===== config.mk =====
export PLATFORM = sky130hd
export DESIGN_NAME = shift_pipe
export DESIGN_NICKNAME = d
export VERILOG_FILES = /design/src/rtl/shift_pipe.sv
export SDC_FILE = /design/constraint.sdc
export NUM_CORES = 1
export LEC_CHECK = 0
export BUFFER_PORTS_ARGS = -buffer_cell sky130_fd_sc_hd__buf_2
export CORE_MARGIN = 10
export CORE_UTILIZATION = 30
export CTS_CLUSTER_SIZE = 24
export DETAILED_ROUTE_END_ITERATION = 10
export SLEW_MARGIN = 10
export SYNTH_ARGS = -nofsm -noshare
export SYNTH_HDL_FRONTEND = slang
export SYNTH_SLANG_ARGS = --single-unit

===== constraint.sdc =====
create_clock -name clk -period 3.55 [get_ports clk]
set_input_delay 0.5325 -clock clk [delete_from_list [all_inputs] [get_ports clk]]
set_output_delay 0.5325 -clock clk [all_outputs]
set_load 0.1 [all_outputs]

===== src/rtl/shift_pipe.sv =====
// shift_pipe: parametrised registered shift pipeline with hold/shift/load/rotate modes,
// synchronous clear, tap visibility and a saturating fill tracker.  Rev 1.0
`default_nettype none

module shift_pipe #(
  parameter int WIDTH = 8,
  parameter int DEPTH = 4,
  localparam int CW = $clog2(DEPTH + 1)
) (
  input  logic                   clk,
  input  logic                   rst_n,
  input  logic                   clr,
  input  logic                   en,
  input  logic [1:0]             mode,
  input  logic [WIDTH-1:0]       d,
  input  logic [WIDTH*DEPTH-1:0] load_data,
  output logic [WIDTH-1:0]       q,
  output logic [WIDTH*DEPTH-1:0] taps,
  output logic [CW-1:0]          fill,
  output logic                   full
);

  localparam logic [1:0]    MODE_HOLD   = 2'b00;
  localparam logic [1:0]    MODE_SHIFT  = 2'b01;
  localparam logic [1:0]    MODE_LOAD   = 2'b10;
  localparam logic [1:0]    MODE_ROTATE = 2'b11;
  localparam logic [CW-1:0] FILL_MAX    = CW'(DEPTH);
  localparam logic [CW-1:0] FILL_ALMOST = CW'(DEPTH - 1);

  // Stage i lives in stages[i*WIDTH +: WIDTH]; the whole vector is the flop bank.
  logic [WIDTH*DEPTH-1:0] stages;
  logic [WIDTH*DEPTH-1:0] shift_next;
  logic [WIDTH*DEPTH-1:0] rotate_next;

  generate
    if (DEPTH > 1) begin : g_multi_stage
      assign shift_next  = {stages[WIDTH*(DEPTH-1)-1:0], d};
      assign rotate_next = {stages[WIDTH*(DEPTH-1)-1:0], stages[WIDTH*DEPTH-1 -: WIDTH]};
    end else begin : g_single_stage
      // A one-stage rotate feeds the stage back onto itself.
      assign shift_next  = d;
      assign rotate_next = stages;
    end
  endgenerate

  always_ff @(posedge clk or negedge rst_n) begin
    if (!rst_n) begin
      stages <= '0;
      fill   <= '0;
      full   <= 1'b0;
    end else if (clr) begin
      stages <= '0;
      fill   <= '0;
      full   <= 1'b0;
    end else if (en) begin
      case (mode)
        MODE_SHIFT: begin
          stages <= shift_next;
          if (fill != FILL_MAX) begin
            fill <= fill + CW'(1);
          end
          if (fill == FILL_ALMOST) begin
            full <= 1'b1;
          end
        end
        MODE_LOAD: begin
          stages <= load_data;
          fill   <= FILL_MAX;
          full   <= 1'b1;
        end
        MODE_ROTATE: begin
          stages <= rotate_next;
        end
        MODE_HOLD: begin
          stages <= stages;
        end
        default: begin
          stages <= stages;
        end
      endcase
    end
  end

  assign q    = stages[WIDTH*(DEPTH-1) +: WIDTH];
  assign taps = stages;

endmodule

`default_nettype wire

Yosys cells after proc, flatten, opt, wreduce, memory -nomap -nowiden
Cells that the tools add are included.

Register bits: 36. Input port bits: 46. Output and inout port bits: 44. Word-level logic and storage cells: 29.

Add/sub/neg operators: 1. Equality and inequality tests: 8. Muxes and demuxes: 11. Reductions and logical operators: 6.

Operator list (count): one-hot mux 32 bit (3 select lines) (1); two-way mux 32 bit (2); two-way mux 3 bit (3); != test 3 bit, second input constant (3); one-hot mux 3 bit (2 select lines) (1); AND reduction 3 bit (2); equality test 2 bit, second input constant (2); adder 3 x 1 -> 3 bit, second input constant (1); equality test 3 x 2 -> 1 bit, second input constant (1); two-way mux 1 bit (3); nonzero test 3 bit (1); equality test 2 x 1 -> 1 bit, second input constant (1); zero test 2 bit (1); != test 2 bit, second input constant (1); one-hot mux 1 bit (2 select lines) (1); AND reduction 2 bit (1); nonzero test 2 bit (1).

Longest topological paths before layout
Word-level depth: 5. Gate-level depth with buffers: 6. Depth with buffers taken out: 5.

Least setup slack after synthesis
No wires, ideal clock.

Path kind: flip-flop to flip-flop. Start point: register fill[1]. End point: register fill[2]. Library setup time: 96 ps. Data arrival time: 1817 ps. Data required time: 3454 ps. Path slack: 1638 ps. Cell stages (with the launch flop): 5. Buffers on the path: 0. Clock period less this slack: 1912 ps. Cells stage by stage: dfrtp_1 ha_1 ha_1 and4_1 nor4_2.

Longest elaborated chain between the ends: 5. Elaborated cells on any way between the ends: 8. Classes of those cells: add/sub (1); eq/ne (2); mux (4); reduce/logical (1).

RTL lines: start: declaration (RTL line 19) `output logic [CW-1:0] fill,`; start signal: assignment (RTL line 60) `fill <= fill + CW'(1);`; adder 3 x 1 -> 3 bit (RTL line 60); two-way mux 3 bit (RTL line 59) `if (fill != FILL_MAX) begin`; one-hot mux 3 bit (2 select lines) (RTL line 56) `case (mode)`; two-way mux 3 bit (RTL line 55) `end else if (en) begin`; two-way mux 3 bit (RTL line 51) `end else if (clr) begin`.

Parallel ways exist; a longest one is shown, timed or not. The select of a mux whose other input is x is not followed. A chain may end at the register's enable or synchronous reset.

Worst setup path after layout
Start point: input port mode[1]. End point: register stages[16], in the netlist taps[16].

Longest elaborated chain between the ends: 4. Elaborated cells on any way between the ends: 9. Classes of those cells: eq/ne (4); mux (3); reduce/logical (2).

RTL lines: start: declaration (RTL line 14) `input logic [1:0] mode,`; equality test 2 bit or equality test 2 x 1 -> 1 bit (tied branches) (RTL line 56); one-hot mux 32 bit (3 select lines) (RTL line 56); two-way mux 32 bit (RTL line 55); two-way mux 32 bit (RTL line 51); end signal: assignment (RTL line 58) `stages <= shift_next;`; end signal: assignment (RTL line 67) `stages <= load_data;`; end signal: assignment (RTL line 72) `stages <= rotate_next;`; end: declaration (RTL line 31) `logic [WIDTH*DEPTH-1:0] stages;`.

Parallel ways exist; a longest one is shown, timed or not. The select of a mux whose other input is x is not followed.

==> flow_summary.json <==
{
  "run_status": "finished clean",
  "sum_of_net_half_perimeters_after_detailed_placement_mm": 4.18,
  "worst_r2r_path_depth": 4,
  "first_global_vias": 1669,
  "slowest_delay_ns": 0.69,
  "grt_antenna_before_repair": 0,
  "worst_setup_path_endpoint": "taps[16]",
  "report.final.hold_viol_count": 0,
  "synthDominantAreaCellType": "dfrtp_1",
  "floorplan.core_area_um2": 6420,
  "drt_first_pass_iters": 4,
  "synth_xor_area_share_pct": 0,
  "max_cap_violations": 0,
  "ys_ff_latch": 36,
  "instance_count_of_the_mapped_netlist": 166,
  "layout-drive-gt1-share_pct": 42.8,
  "p_leak_nw": 1.25,
  "gpl.final_weighted_congestion": 0.779,
  "synth_top_family_by_area": "compound AO/OA/AOI/OAI gates",
  "crit_start": "mode[1]",
  "area_growth_pct": 21.5,
  "htree_num_levels": 2,
  "ir_worst_vdd_uv": 143,
  "post-route-period-util_pct": 57.6,
  "placement_rows": 29,
  "yosys-mux-area-fraction_pct": 15.9,
  "worst_hold_path_type": "in2async",
  "synth_top_area_share_pct": 44.8,
  "rsz_0062_raised_after_global_routing": "false",
  "via_per_inst": 4.83,
  "cp.required_ns": 3.69,
  "r2r_slack_ns": 2.15,
  "root_buffer_master": "clkbuf_8",
  "worst_slew_pin_slew_ns": 0.975,
  "design.final.nets": 291,
  "max-slew-margin-rel_pct": 35.0,
  "cts.sink_count": 36,
  "worst-setup-path-type": "in2reg",
  "syn-num-nets": 215,
  "drt-total-wl_mm": 5.69,
  "dpl.cell_count": 312,
  "power_density_nw_per_um2": 428,
  "drt.antenna.violating_nets": 0,
  "crit_path_cell_trace": "buf_2 -> nor2b_4 -> buf_4 -> mux2i_1 -> o2bb2ai_1",
  "grt_use_total_pct": 11.0,
  "critical_path.reg2reg.endpoint": "fill[2]",
  "reg_to_reg_start": "fill[1]",
  "post_cts.resized_instances": 0,
  "grt_pass1_wl_mm": 8.90,
  "cts.path.max_buffers": 2,
  "floorplan.die_area_um2": 10400,
  "floorplan.die.width_um": 102,
  "p_seq_share_pct": 42.5,
  "p_int_mw": 0.656,
  "synth.yosys.seq_area_share_pct": 44.8,
  "p_total_mw": 1.05,
  "critical_path.endpoint_type": "flop",
  "clkLatencyLatePin_ns": 0.28,
  "register_clock_pin_slew_on_the_reported_worst_setup_and_hold_paths_ns": 0.07,
  "p_comb_share_pct": 29.2,
  "cts_tree": "built",
  "setup_tns_after_final_layout_ns": 0,
  "routedWlPerCell_um": 17.8,
  "timing.final.max_slew_violations": 0,
  "yosys.cell_types.count": 28,
  "clockPowerShare_pct": 28.3,
  "critical_path_peak_fanout": 19,
  "crit_buf_inv": 2,
  "final_critical_path_setup_slack_ns": 1.51,
  "globalRouteOverflowTotal": 0,
  "total_switching_power_mw": 0.391,
  "preCtsSetupSlack_ns": 1.18,
  "final.min_clock_period_ns": 2.04,
  "postCtsSetupRepairBufs": 0,
  "boundaryPins": 90,
  "fmaxAchievable_ghz": 0.489,
  "netlist_area_um2": 2010,
  "numPortBuffers": 89,
  "synth-compound-area-share_pct": 19.0,
  "floorplan.initialDensity_pct": 31.3,
  "num_antenna_cells": 0,
  "cp_data_arrival_time_ns": 2.18,
  "ys_top_cells_by_area": "dfrtp_1, mux2i_1, o2bb2ai_1",
  "drt_iter0_drc": 41,
  "switching_share_pct": 37.3,
  "detailroute.via_count": 1545,
  "clock-skew-final_ns": 0.00435,
  "cts_buffers": 5,
  "fp.dieH_um": 102,
  "yosys.area_share.adder_pct": 1.87,
  "final_cells": 320,
  "timing.critical_path.depth": 5,
  "critPathTopFamily": "simple AND/OR/NAND/NOR gates",
  "grt_start_max_net_pins": 37,
  "cts_hold_buffers": 0,
  "syn-mean-instance-area_um2": 12.1,
  "element_type_at_the_critical_path_start": "primary input",
  "filler_cell_count": 639,
  "post_synth_and_or_nand_nor_area_fraction_pct": 7.34,
  "crit_path_top_delay_cell": "nor2b_4",
  "post-route-drc-count": 0,
  "yosys_warnings": 0,
  "report.final.setup_viol": 0
}
logic make-up (layout without fill, tap and decap cells):
| group | Yosys count | after routing |
|---|---|---|
| buffers and inverters | 25 | 102 |
| adders and majority gates | 3 | 3 |
| and+or+nand+nor | 23 | 23 |
| DFF | 36 | 36 |
| muxes | 32 | 32 |
| AOI/OAI and AO/OA | 47 | 47 |
stage by stage:
step / util (%) / hold WS [ns] / area [um^2]
after floorplan: - / 0.237 / 2010
after global placement: 36.6 / 0.493 / 2350
after detailed placement: 36.6 / 0.500 / 2350
after CTS: 38.0 / 0.376 / 2440
after global routing: 38.0 / 0.410 / 2440
final: 38.0 / 0.348 / 2440
per-layer routing:
layer	global-route usage (%)	part of all wire, %	vias up
li1	-	-	769
met1	13.3	44	717
met2	16.8	45	57
met3	5.13	9.9	2
met4	3.90	0.84	0
met5	0	0	-
how the worst min path moves through the flow:
| stage | to | slack [ns] |
|---|---|---|
| 2_1_floorplan | fill[0] | 0.24 |
| 3_3_place_gp | taps[14] | 0.49 |
| 3_5_place_dp | taps[20] | 0.50 |
| 4_1_cts | taps[0] | 0.38 |
| 5_1_grt | taps[0] | 0.41 |
| 6_report | taps[0] | 0.35 |
cell usage after synthesis, drive strengths merged:
cell     number
nand4         2
clkbuf        1
o2bb2ai      24
o22ai         1
inv           4
nor3          1
or2           1
mux2i        32
a22o          8
and4          1
nand2b        2
nor2b         3
buf          20
dfrtp        36
a21oi         9
nor2         10
nor4          1
or2b          1
o21ai         1
ha            3
nand2         1
a31oi         2
a211o         2
layout by cell type (no fill, tap or decap), types with 2 or more instances in the layout:
| master | count |
|---|---|
| buf_2 | 89 |
| dfrtp_1 | 36 |
| mux2i_1 | 32 |
| o2bb2ai_1 | 22 |
| nor2_1 | 10 |
| a21oi_1 | 9 |
| a22o_1 | 8 |
| clkbuf_8 | 6 |
| inv_1 | 4 |
| ha_1 | 3 |
| nor2b_4 | 2 |
| nand2b_1 | 2 |
| nand4_1 | 2 |
| a211o_1 | 2 |
| a31oi_1 | 2 |
| o2bb2ai_2 | 2 |
| clkbuf_1 | 2 |
power by group through the flow:
stage | logic, mW | registers (mW) | clock network (mW)
detailed placement | 0.309 | 0.453 | 0
global route | 0.323 | 0.447 | 0.332
finish | 0.306 | 0.445 | 0.297
floorplan | 0.117 | 0.583 | 0
CTS | 0.309 | 0.445 | 0.311
global placement | 0.308 | 0.452 | 0
state kept, by name (all words and copies together) (netlist names):
name and count:
fill 3, taps 32, full 1
cell type report:
type | instances | area (um^2) | share of cell area, %
multi-input cells | 105 | 888 | 36.4
inverters | 4 | 15.0 | 0.614
clock buffers | 8 | 90.1 | 3.69
flip-flops and latches | 36 | 901 | 36.9
repair buffers | 90 | 453 | 18.5
well taps | 77 | 96.3 | 3.94
Note: power is estimated with default switching activity, not from simulation.
